## config.mk

```make
export PLATFORM = sky130hd
export DESIGN_NAME = serial_bit_tx
export DESIGN_NICKNAME = d
export VERILOG_FILES = /design/src/rtl/serial_bit_tx.sv
export SDC_FILE = /design/constraint.sdc
export NUM_CORES = 1
export LEC_CHECK = 0
export CORE_MARGIN = 2
export CORE_UTILIZATION = 43
export DETAILED_ROUTE_END_ITERATION = 7
export GPL_ROUTABILITY_DRIVEN = 0
export PLACE_DENSITY = 0.76
export REMOVE_ABC_BUFFERS = 1
export SLEW_MARGIN = 20
export SYNTH_ARGS = -nofsm -noshare
export SYNTH_HDL_FRONTEND = slang
export SYNTH_SLANG_ARGS = --single-unit
```

## constraint.sdc

```tcl
create_clock -name clk -period 1.6 [get_ports clk]
set_clock_uncertainty 0.15 [all_clocks]
set_input_delay 0.4 -clock clk [delete_from_list [all_inputs] [get_ports clk]]
set_output_delay 0.4 -clock clk [all_outputs]
set_load 0.01 [all_outputs]
```

## src/rtl/serial_bit_tx.sv

```systemverilog
`timescale 1ns/1ps
`default_nettype none
// +--------------------------------------------------------------------------+
// | Module  : serial_bit_tx                                                  |
// | Brief   : valid/ready parallel-to-serial shifter with optional idle gap. |
// | Revision: 1.0  initial release                                           |
// +--------------------------------------------------------------------------+
module serial_bit_tx #(
    parameter int WIDTH      = 8,
    parameter bit LSB_FIRST  = 1'b0,
    parameter int GAP_CYCLES = 0,
    parameter bit IDLE_BIT   = 1'b0
) (
    input  logic             clk,
    input  logic             rst_n,
    input  logic [WIDTH-1:0] s_data,
    input  logic             s_valid,
    output logic             s_ready,
    output logic             sout,
    output logic             sout_valid,
    output logic             busy,
    output logic             word_done
);

    localparam int BCW = $clog2(WIDTH);
    localparam int GCW = (GAP_CYCLES > 0) ? $clog2(GAP_CYCLES + 1) : 1;
    localparam logic [BCW-1:0] C_LAST_CNT = BCW'(WIDTH - 1);
    localparam logic [GCW-1:0] C_GAP_LOAD = GCW'((GAP_CYCLES > 0) ? (GAP_CYCLES - 1) : 0);

    typedef enum logic [1:0] {
        ST_IDLE  = 2'd0,
        ST_SHIFT = 2'd1,
        ST_GAP   = 2'd2
    } state_t;

    state_t           r_state;
    state_t           w_state_nxt;
    logic [WIDTH-1:0] r_shreg;
    logic [WIDTH-1:0] w_shreg_nxt;
    logic [WIDTH-1:0] w_shifted;
    logic [BCW-1:0]   r_bit_cnt;
    logic [BCW-1:0]   w_bit_cnt_nxt;
    logic [GCW-1:0]   r_gap_cnt;
    logic [GCW-1:0]   w_gap_cnt_nxt;
    logic             w_out_bit;
    logic             w_ready;

    assign w_out_bit = LSB_FIRST ? r_shreg[0] : r_shreg[WIDTH-1];
    assign w_shifted = LSB_FIRST ? {1'b0, r_shreg[WIDTH-1:1]} : {r_shreg[WIDTH-2:0], 1'b0};

    // Ready is forced low while reset is held so nothing is offered to a block in reset.
    assign s_ready = rst_n & w_ready;
    assign busy    = (r_state != ST_IDLE);

    always_ff @(posedge clk or negedge rst_n) begin
        if (!rst_n) begin
            r_state   <= ST_IDLE;
            r_shreg   <= '0;
            r_bit_cnt <= '0;
            r_gap_cnt <= '0;
        end else begin
            r_state   <= w_state_nxt;
            r_shreg   <= w_shreg_nxt;
            r_bit_cnt <= w_bit_cnt_nxt;
            r_gap_cnt <= w_gap_cnt_nxt;
        end
    end

    always_comb begin
        w_state_nxt   = r_state;
        w_shreg_nxt   = r_shreg;
        w_bit_cnt_nxt = r_bit_cnt;
        w_gap_cnt_nxt = r_gap_cnt;
        w_ready       = 1'b0;
        sout          = IDLE_BIT;
        sout_valid    = 1'b0;
        word_done     = 1'b0;
        case (r_state)
            ST_IDLE: begin
                w_ready = 1'b1;
                if (s_valid) begin
                    w_state_nxt   = ST_SHIFT;
                    w_shreg_nxt   = s_data;
                    w_bit_cnt_nxt = C_LAST_CNT;
                end
            end
            ST_SHIFT: begin
                sout        = w_out_bit;
                sout_valid  = 1'b1;
                w_shreg_nxt = w_shifted;
                if (r_bit_cnt == '0) begin
                    word_done = 1'b1;
                    if (GAP_CYCLES > 0) begin
                        w_state_nxt   = ST_GAP;
                        w_gap_cnt_nxt = C_GAP_LOAD;
                    end else begin
                        // Last-bit cycle doubles as a load slot for a gapless stream.
                        w_ready = 1'b1;
                        if (s_valid) begin
                            w_shreg_nxt   = s_data;
                            w_bit_cnt_nxt = C_LAST_CNT;
                        end else begin
                            w_state_nxt = ST_IDLE;
                        end
                    end
                end else begin
                    w_bit_cnt_nxt = r_bit_cnt - BCW'(1);
                end
            end
            ST_GAP: begin
                if (r_gap_cnt == '0) begin
                    w_state_nxt = ST_IDLE;
                end else begin
                    w_gap_cnt_nxt = r_gap_cnt - GCW'(1);
                end
            end
            default: begin
                w_state_nxt = ST_IDLE;
            end
        endcase
    end

endmodule
`default_nettype wire
```

# ---- Word level (Yosys, flattened, before mapping)
# Index checks and enable logic that the tools add are counted.
dict set report totals {
  output_inout_bits 5
  in_bits 11
  elab_cells 37
  ff_bits 14
}
dict set report classes {
  add_sub_neg 2
  n_mux 18
  n_reduce_logical 6
  bitwise_logic 1
  n_eq_ne 6
}
# operator count
set ops {}
lappend ops {{$mux 8} 3}
lappend ops {{$pmux 8 s2} 1}
lappend ops {{$mux 2} 4}
lappend ops {{$ne 2x2->1 const B} 4}
lappend ops {{$mux 3} 2}
lappend ops {{$pmux 2 s3} 1}
lappend ops {{$pmux 3 s2} 1}
lappend ops {{$mux 1} 5}
lappend ops {{$reduce_and 4->1} 1}
lappend ops {{$reduce_bool 2->1} 2}
lappend ops {{$logic_not 3->1} 1}
lappend ops {{$sub 3x1->3 const B} 1}
lappend ops {{$eq 2x1->1 const B} 1}
lappend ops {{$eq 2x2->1 const B} 1}
lappend ops {{$logic_not 2->1} 1}
lappend ops {{$pmux 1 s2} 1}
lappend ops {{$reduce_and 2->1} 1}
lappend ops {{$and 1x1->1} 1}
lappend ops {{$sub 1x1->1 const B} 1}

# ---- Depth between registers and ports, before layout
dict set report logic_depth {
  word_depth 4
  mapped_depth 6
  mapped_depth_nobuf 5
}

# ---- Worst setup path after synthesis
# OpenSTA, ideal clock, no wires.
dict set report synth_path {
  path_kind {flip-flop to output port}
  start {register r_bit_cnt[0]}
  end {output port s_ready}
  path_stages_with_launch 7
  required_ns 1.050
  path_buffers 1
  arrival_ns 1.092
  setup_slack_ns -0.042
  path_cell_list {dfrtp_1 > inv_1 > ha_1 > nand2b_4 > nand2_4 > buf_6 > and2_2}
}
dict set report synth_via {
  elab_chain_len 4
}
# element line
set synth_lines {}
lappend synth_lines {{start: declaration} 41} ;# logic [BCW-1:0] r_bit_cnt;
lappend synth_lines {{start signal: assignment} 64} ;# r_bit_cnt <= w_bit_cnt_nxt;
lappend synth_lines {{$logic_not 3->1} 91} ;# if (r_bit_cnt == '0) begin
lappend synth_lines {{$mux 1} n/a}
lappend synth_lines {{$pmux 1 s2} 78} ;# case (r_state)
lappend synth_lines {{$and 1x1->1} 52} ;# assign s_ready = rst_n & w_ready;
lappend synth_lines {{end: declaration} 18} ;# output logic s_ready,
# No other way between the ends.

# ---- Worst setup path after layout
# Same ends and word-level chain as after synthesis.

==> impl_metrics.json <==
{
  "clkPwrFrac": 0.141,
  "viasPerCell": 5.352,
  "slowest_stage": "dfrtp_1",
  "syn-cell-area_sq_um": 699.4,
  "crit_required_ns": 1.05,
  "avgSynthCellArea_sq_um": 11.66,
  "worstSetupPathType": "reg -> out",
  "p_switching_mw": 0.5503,
  "cts_tree": "done",
  "p_comb_frac": 0.557,
  "initial_core_util": 0.4589,
  "cts.sinks": 12,
  "max_stage_delay_ns": 0.40,
  "power_switching_share": 0.3256,
  "synth-seq-cells": 12,
  "fin_ws_ns": -0.1747,
  "crit_path_end_kind": "output pin",
  "root_buffer": "clkbuf_4",
  "numCtsBuffers": 3,
  "cts_buffer_depth": 2,
  "synth.distinct_cells": 23,
  "outcome": "finished, violations left",
  "antenna_found_initial": 0,
  "arrival_ns": 1.22,
  "port_buffers": 15,
  "stdcell_count": 108,
  "fin_total_pwr_mw": 1.690,
  "post_dp_cell_area_sq_um": 918.4,
  "hold_buffers": 0,
  "relSlewSlack": 0.8727,
  "mostFrequentLayoutCell": "buf_4",
  "seq_area_frac_synth": 0.4293,
  "drt_iter0_drc": 11,
  "period_needed_ns": 1.775,
  "dr_total_vias": 578,
  "core_sq_um": 1524,
  "crit_path_max_fanout": 3,
  "worst_skew_pair.late_latency_ns": 0.26,
  "row_count": 14,
  "dp_hpwl_microns": 978.3,
  "ir_drop_uv": 981.4,
  "grtUsageTotal": 0.1796,
  "hp-class": "in -> async",
  "place_inst": 98,
  "die_height_microns": 44.33,
  "drive_gt1_frac": 0.4565,
  "grt_pass1_vias": 560,
  "area_delta_synth_final_pct": 43.29,
  "leakage_nw": 0.4970,
  "wl_per_cell_microns": 12.77,
  "max_cap_violations": 0,
  "cts_max_level": 1,
  "nets": 106,
  "path_cells": "inv_2, ha_4, nand2b_4, nand2_4, and2_4, buf_6",
  "p_int_mw": 1.140,
  "grt_setup_unrepaired": "true",
  "pwr-share-seq": 0.302,
  "hold_viol": 0,
  "violations": "setup timing",
  "startpoint_type": "flip-flop",
  "antenna_cells": 0,
  "drc_errors": 0,
  "die_area_sq_um": 1965,
  "die_w_microns": 44.33,
  "synthesis.instances": 60,
  "powerDensity_nw_per_um2": 1686,
  "overflow": 0,
  "final_cell_area_sq_um": 1002,
  "timing.final.crit_share": 1.109,
  "grt_max_degree": 14,
  "boundaryPins": 16,
  "grt_pass1_wl_mm": 2.532,
  "cts.clk_slew.worst_paths_ns": 0.08,
  "report.final.slew_viol_count": 0,
  "final_cell_mix": "17 x buf_4, 11 x dfrtp_1, 10 x clkdlybuf4s50_1, 7 x a211o_1, 7 x o221a_1",
  "fmax_ghz": 0.5635,
  "dr.pass1.iters": 4,
  "yosys_warnings": 0,
  "setup_viol": 2,
  "worst_slew_pin_slew_ns": 0.1898,
  "ant_nets": 0,
  "drt_wl_total_mm": 1.379
}
## kinds of logic (layout without fill, tap and decap cells)
logic type,count (synthesis),count (layout),synth area share
AOI/OAI and AO/OA,19,19,0.2558
adders and majority gates,2,2,0.03577
buffers and inverters,7,39,0.06440
DFF,12,12,0.4293
muxes,2,2,0.02862
and+or+nand+nor,18,18,0.1861
## metrics by stage
step	hold slack (ns)	TNS, ns	util	setup slack [ns]
6_report	0.3075	-0.2751	0.6576	-0.1747
5_1_grt	0.3098	-0.4227	0.6576	-0.2493
4_1_cts	0.3094	-0.2891	0.6437	-0.1816
3_5_place_dp	0.3239	-1.733	0.6026	-0.4716
3_3_place_gp	0.3175	-1.731	0.6026	-0.4610
2_1_floorplan	-0.04559	-0.03084	-	-0.02332
## state kept, by name, indices dropped and copies added (netlist names)
register	flops
r_shreg	8
r_state	1
r_bit_cnt	3
## per-layer routing
layer / global-route usage / part of all wire / up-vias / wire length [microns]
met2: 0.2912 / 0.51 / 14 / 708
met5: 0 / 0 / - / 0
met4: 0.07273 / 0.010 / 0 / 14
met1: 0.2266 / 0.45 / 275 / 614
met3: 0.04898 / 0.031 / 2 / 43
li1: - / - / 287 / -
## path summary, 6_finish.rpt
check | start | endpoint | slack (ns) | depth (start not counted)
max | r_bit_cnt[0]$_DFF_PN0_ | s_ready | -0.17 | 6
min | rst_n | r_shreg[0]$_DFFE_PN0P_ | 0.31 | 2
max reg2reg | r_bit_cnt[0]$_DFF_PN0_ | r_shreg[4]$_DFFE_PN0P_ | 0.05 | 6
min reg2reg | r_bit_cnt[2]$_DFF_PN0_ | r_bit_cnt[2]$_DFF_PN0_ | 0.34 | 1
max in group asynchronous | rst_n | r_state[0]$_DFFE_PN0P_ | 0.82 | 2
min in group clk | r_bit_cnt[2]$_DFF_PN0_ | r_bit_cnt[2]$_DFF_PN0_ | 0.34 | 1
## area by class of cell
| class | instances | area, sq um |
|---|---|---|
| Fill cell | 121 | 521.8 |
| Multi-Input combinational cell | 41 | 374.1 |
| Sequential cell | 12 | 301.5 |
| Timing Repair Buffer | 32 | 259.0 |
| Clock buffer | 4 | 36.28 |
| Tap cell | 16 | 20.02 |
| Inverter | 3 | 11.26 |
## synthesized netlist by cell type, drive strengths merged
| cell type | number | area share |
|---|---|---|
| a211o | 7 | 0.088 |
| a211oi | 1 | 0.011 |
| a21bo | 1 | 0.014 |
| a31oi | 1 | 0.0090 |
| a32o | 1 | 0.014 |
| and2 | 7 | 0.075 |
| and2b | 3 | 0.038 |
| buf | 3 | 0.043 |
| clkbuf | 1 | 0.0054 |
| dfrtp | 12 | 0.43 |
| ha | 2 | 0.036 |
| inv | 3 | 0.016 |
| mux2i | 2 | 0.029 |
| nand2 | 3 | 0.027 |
| nand2b | 1 | 0.020 |
| nor2 | 3 | 0.016 |
| o21ai | 1 | 0.0071 |
| o221a | 7 | 0.11 |
| or2b | 1 | 0.011 |
## power groups by stage
stage	clock, mW	sequential, mW	combinational [mW]
after global placement	0	0.517	0.799
after detailed placement	0	0.521	0.818
after floorplan	0	0.523	0.467
after global routing	0.272	0.529	1.04
final	0.238	0.511	0.941
after CTS	0.247	0.510	0.908
## what timing repair did
item	CTS	global route
setup endpoints to repair	12	9
setup buffers	4	2
pin swaps	3	1
resized for setup	27	1
## critical path: cells and delay by family (launching register included)
kind	cells	cell delay [ns]
flip-flops	1	0.40
adder cells (fa/ha/maj)	1	0.14
AND/OR/NAND/NOR	3	0.25
buffers and inverters	2	0.17
Note: power is estimated with default switching activity, not from simulation.
